===== config.mk =====
export PLATFORM = sky130hd
export DESIGN_NAME = debouncer_array
export DESIGN_NICKNAME = d
export VERILOG_FILES = /design/src/rtl/debouncer_array.sv
export SDC_FILE = /design/constraint.sdc
export NUM_CORES = 1
export LEC_CHECK = 0
export CAP_MARGIN = 20
export CORE_MARGIN = 2
export CORE_UTILIZATION = 50
export DETAILED_ROUTE_END_ITERATION = 10
export HOLD_SLACK_MARGIN = 0.1
export PLACE_DENSITY = 0.75
export SYNTH_ARGS = -nofsm -noshare
export SYNTH_HDL_FRONTEND = slang
export SYNTH_SLANG_ARGS = --single-unit

===== constraint.sdc =====
create_clock -name clk -period 5.07 [get_ports clk]
set_input_delay 1.521 -clock clk [delete_from_list [all_inputs] [get_ports clk]]
set_output_delay 1.521 -clock clk [all_outputs]
set_load 0.02 [all_outputs]

===== src/rtl/debouncer_array.sv =====
// Per-channel switch debouncer: 2-flop sync, symmetric stability
// counter, press/release pulses and optional auto-repeat.
module debouncer_array #(
  parameter int CHANNELS      = 4,
  parameter int STABLE_CYCLES = 1048576,
  parameter int REPEAT_CYCLES = 0,
  parameter int CNT_W         = 21
) (
  input  logic                clk,
  input  logic                rst,
  input  logic [CHANNELS-1:0] trigger,
  output logic [CHANNELS-1:0] button,
  output logic [CHANNELS-1:0] press,
  output logic [CHANNELS-1:0] release_pulse,
  output logic [CHANNELS-1:0] repeat_pulse
);

  localparam logic [CNT_W-1:0] S_LAST =
    CNT_W'(STABLE_CYCLES - 1);

  logic [CHANNELS-1:0] meta;
  logic [CHANNELS-1:0] sync;
  logic [CHANNELS-1:0] diff;
  logic [CHANNELS-1:0] flip;
  logic [CHANNELS-1:0] rise;
  logic [CHANNELS-1:0] fall;

  always_ff @(posedge clk or posedge rst) begin
    if (rst) begin
      meta <= '0;
      sync <= '0;
    end else begin
      meta <= trigger;
      sync <= meta;
    end
  end

  assign diff = sync ^ button;

  for (genvar i = 0; i < CHANNELS; i++) begin : g_ch
    logic [CNT_W-1:0] cnt;

    assign flip[i] = diff[i] & (cnt == S_LAST);

    always_ff @(posedge clk or posedge rst) begin
      if (rst)
        cnt <= '0;
      else if (!diff[i] || flip[i])
        cnt <= '0;
      else
        cnt <= cnt + 1'b1;
    end
  end

  assign rise = flip & sync;
  assign fall = flip & ~sync;

  always_ff @(posedge clk or posedge rst) begin
    if (rst) begin
      button        <= '0;
      press         <= '0;
      release_pulse <= '0;
    end else begin
      button        <= button ^ flip;
      press         <= rise;
      release_pulse <= fall;
    end
  end

  if (REPEAT_CYCLES > 0) begin : g_rpt
    localparam logic [CNT_W-1:0] R_LAST =
      CNT_W'(REPEAT_CYCLES - 1);

    logic [CHANNELS-1:0] hit;

    for (genvar i = 0; i < CHANNELS; i++) begin : g_ch
      logic [CNT_W-1:0] rcnt;

      // a repeat due on the release edge is dropped
      assign hit[i] = button[i] & ~fall[i] &
                      (rcnt == R_LAST);

      always_ff @(posedge clk or posedge rst) begin
        if (rst)
          rcnt <= '0;
        else if (!button[i] || fall[i] || hit[i])
          rcnt <= '0;
        else
          rcnt <= rcnt + 1'b1;
      end
    end

    always_ff @(posedge clk or posedge rst) begin
      if (rst)
        repeat_pulse <= '0;
      else
        repeat_pulse <= hit;
    end
  end else begin : g_no_rpt
    assign repeat_pulse = '0;
  end

endmodule


---- Yosys cells after proc, flatten, opt, wreduce, memory -nomap -nowiden ----
Cells that the tools add are included.
word-level totals
  logic and storage cells ................. 38
  flip-flop bits (word level) ............. 104
  input port bits ......................... 6
  output and inout bits ................... 16
operators by class
  add/subtract/negate cells ............... 4
  eq/ne operators ......................... 4
  bitwise logic cells ..................... 9
  muxes and demuxes ....................... 4
  reductions and logical operators ........ 8
operator list
  operator               number
  $add 21x1->21 const B  4
  $eq 21x20->1 const B   4
  $mux 21                4
  $and 4x4->4            2
  $xor 4x4->4            2
  $and 1x1->1            4
  $logic_not 1->1        4
  $logic_or 1x1->1       4
  $not 4->4              1

---- Depth between registers and ports, before layout ----
  word-level depth ........................ 4
  mapped depth ............................ 6
  depth with buffers taken out ............ 5

---- Worst setup path after synthesis ----
Ideal clock, no wire load.
  path kind ............................... reg-to-output
  from .................................... reg with a tool-made name
  to ...................................... out button[1]
  required time ........................... 3.549 ns
  stages on the path, launching flop included .. 1
  arrival time ............................ 0.501 ns
  path slack .............................. 3.048 ns
  buffers on the path ..................... 0
  cell sequence ........................... dfrtp_1
RTL lines
  what              line  text
  end: declaration  12    output logic [CHANNELS-1:0] button,

==> impl_metrics.toml <==
[run_status]
status = "finished clean"

[floorplanning]
dieHeight_um = 102
die_area_mm2 = 0.0105
core-area_mm2 = 0.00933
initial_core_util_pct = 51.9
ios = 22
die_w_um = 102
fp-row-count = 35

[routing]
drtIter0Drc = 82
wire_per_inst_um = 14.3
vias = 3465
routed_wl_um = 8850
firstDrtPassIters = 4
drc = 0
vias_per_cell = 5.59
drtAntennaViolNets = 0

[place]
gp_congestion = 0.784
io_buffers = 17
hpwl_um = 6040
dp_slack_ns = 1.99

[clocking]
numCtsBuffers = 9
cts_hold_buf = 0
cts_tree = "yes"
cts_buffer_depth = 2
cts_resized = 0
cts_root_buffer = "clkbuf_8"
htreeDepth = 3
postCtsSetupBuffers = 0
cts_sinks = 104
clk_latency_ns = 0.37
clk_pin_slew_ns = 0.09

[global_routing]
grt_max_degree = 89
grt_use_met3_pct = 4.86
busiest_layer = "met2"
antenna_found_initial = 0
grt_pass1_wl_um = 15700
gr-usage-met1_pct = 24.3
grt_use_total_pct = 19.0
first_global_vias = 3477
overflow = 0
use_met2_pct = 32.0

[synth]
netlist.area_leader.share_pct = 53.8
ys_seq_area_share_pct = 53.8
yosys-top-cells-count = "dfrtp_1 (104), nor2_1 (71), xnor2_1 (44), nand3_1 (32), nand2_1 (24)"
synth_most_common_cell = "dfrtp_1"
netlist_instances = 466
yosys_register_bits = 104
synthArstFlopShare_pct = 100
ys_top_cells_by_area = "dfrtp_1 (54%), xnor2_1 (8.0%), nor2_1 (5.5%), xor2_1 (3.4%), nand3_1 (3.3%)"
synth_area_per_cell_um2 = 10.4
synth_cell_types = 46
synth_top_area_cell = "dfrtp_1"
synth_edf_count = 0
yosysWarnings = 0
ys.flop_type = "dfrtp_1"
syn-cell-area_mm2 = 0.00484

[power_and_ir_drop]
irDropWorstVdd_mv = 0.181
powerDensity_mw_per_mm2 = 264
p_leak_nw = 2.15

[sta]
grt_setup_unrepaired = "no"
fin_skew_ns = 0.00817
finalHoldViolCount = 0
maxSlewViolCount = 0
max_freq_mhz = 334
timing.final.ws_setup_ns = 2.08
tns_ns = 0
worst_pin_slew_ns = 0.968
finalSetupViolCount = 0
fin_crit_ns = 2.99
slew_headroom_pct = 35.1
timing.final.crit_share_pct = 59.0
holdWs_ns = 0.361

[min_path]
hold_path_class = "reg2reg"
holdPathEnd = "sync[3]"
whs_path_depth = 0
hold_path_startpoint = "meta[3]"

[layout]
antenna_cells = 0
layout-drive-gt1-share_pct = 6.11
seq_area_mm2 = 0.00260
fill_cells = 821
fin_nets = 497
multiInputGateArea_mm2 = 0.00214
area_growth_pct = 10.2

[job]
max_cap_viol_count = 0

[critical_path]
crit_type = "reg2out"
r2r_end = "g_ch[1].cnt[9]"
critPathBufInv = 1
crit_family = "buffers and inverters"
setup.worst_path.start_class = "register"
critPathCaptureType = "output port"
cpMaxStageDelayCell = "clkdlybuf4s50_1"
critical_path_required_ns = 3.55
reg2regPathDepth = 5
cpPeakStageDelay_ns = 0.65
worstPathArrival_ns = 1.47
crit_chain = "clkdlybuf4s50_1"
crit_fanout = 6
timing.rr.start = "g_ch[1].cnt[0]"
r2r_setup_slack_ns = 2.53
[cell usage in the layout (no fill, tap or decap), types with 2 or more instances in the layout]
| master | count |
|---|---|
| a31oi_1 | 2 |
| inv_1 | 9 |
| clkdlybuf4s50_1 | 17 |
| nor3_1 | 12 |
| nand3_1 | 32 |
| ha_1 | 4 |
| and3_1 | 10 |
| nand4_1 | 21 |
| or4_1 | 6 |
| o211a_1 | 3 |
| nor2_1 | 71 |
| conb_1 | 4 |
| xnor2_1 | 44 |
| xor2_1 | 19 |
| a21oi_1 | 14 |
| nand2_1 | 24 |
| nor3b_1 | 8 |
| o21ai_0 | 7 |
| clkinv_2 | 3 |
| or3_1 | 12 |
| and4_1 | 6 |
| mux2_2 | 2 |
| o31ai_1 | 3 |
| nor4_1 | 15 |
| clkbuf_8 | 10 |
| o211ai_1 | 2 |
| o21ai_1 | 2 |
| dfrtp_1 | 104 |
| or4_4 | 3 |
| or2_1 | 2 |
[kinds of logic after synthesis]
logic type | synth area share (%)
AO/OA/AOI/OAI | 4.99
XOR/XNOR | 11.4
adder cells (fa/ha/maj) | 1.03
buffers and inverters | 2.28
flip-flops | 53.8
multiplexers | 1.01
other | 0.0775
AND/OR/NAND/NOR | 25.4
[where the power goes]
group	switching (mW)	leakage (nW)	internal, mW
combinational	0.0359	0.626	0.0166
sequential	0.0121	1.42	0.840
clock	0.268	0.0989	0.237
total	0.316	2.15	1.09
[cell type report]
class,instances,area share (%)
Clock buffer,11,2.65
Multi-Input combinational cell,343,40.1
Sequential cell,104,48.8
Timing Repair Buffer,19,3.85
Inverter,10,0.751
Clock inverter,4,0.845
Tap cell,129,3.03
[routing by layer]
metal	wire [µm]	part of all wire (%)	up-vias
met4	96	1.1	0
met5	0	0	-
met1	4110	46	1728
met2	4410	50	53
met3	239	2.7	8
li1	-	-	1676
[through the flow]
| stage | utilization, % | area [µm²] | total power [mW] | cells |
|---|---|---|---|---|
| after CTS | 56.9 | 5300 | 1.43 | 619 |
| after global placement | 54.9 | 5120 | 0.917 | 604 |
| after detailed placement | 54.9 | 5120 | 0.920 | 604 |
| after floorplan | - | 4850 | 0.904 | 469 |
| after global routing | 57.2 | 5330 | 1.47 | 620 |
| final | 57.2 | 5330 | 1.41 | 620 |
[registers in the layout, indices dropped and copies added (netlist names), named ones only]
register and flops:
g_ch.cnt 84, meta 4, press 4, release_pulse 4, sync 4
[worst max path at each step]
stage | cells past startpoint | end | start | slack, ns
after floorplan | 1 | asynchronous set/reset pin | rst | 0.82
after global placement | 3 | g_ch[0].cnt[6] | rst | 2.02
after detailed placement | 3 | g_ch[0].cnt[20] | rst | 1.99
after CTS | 1 | button[1] | register | 2.04
after global routing | 1 | button[1] | register | 1.98
final | 1 | button[1] | register | 2.08
No activity file was read; power rests on OpenSTA's default activity.
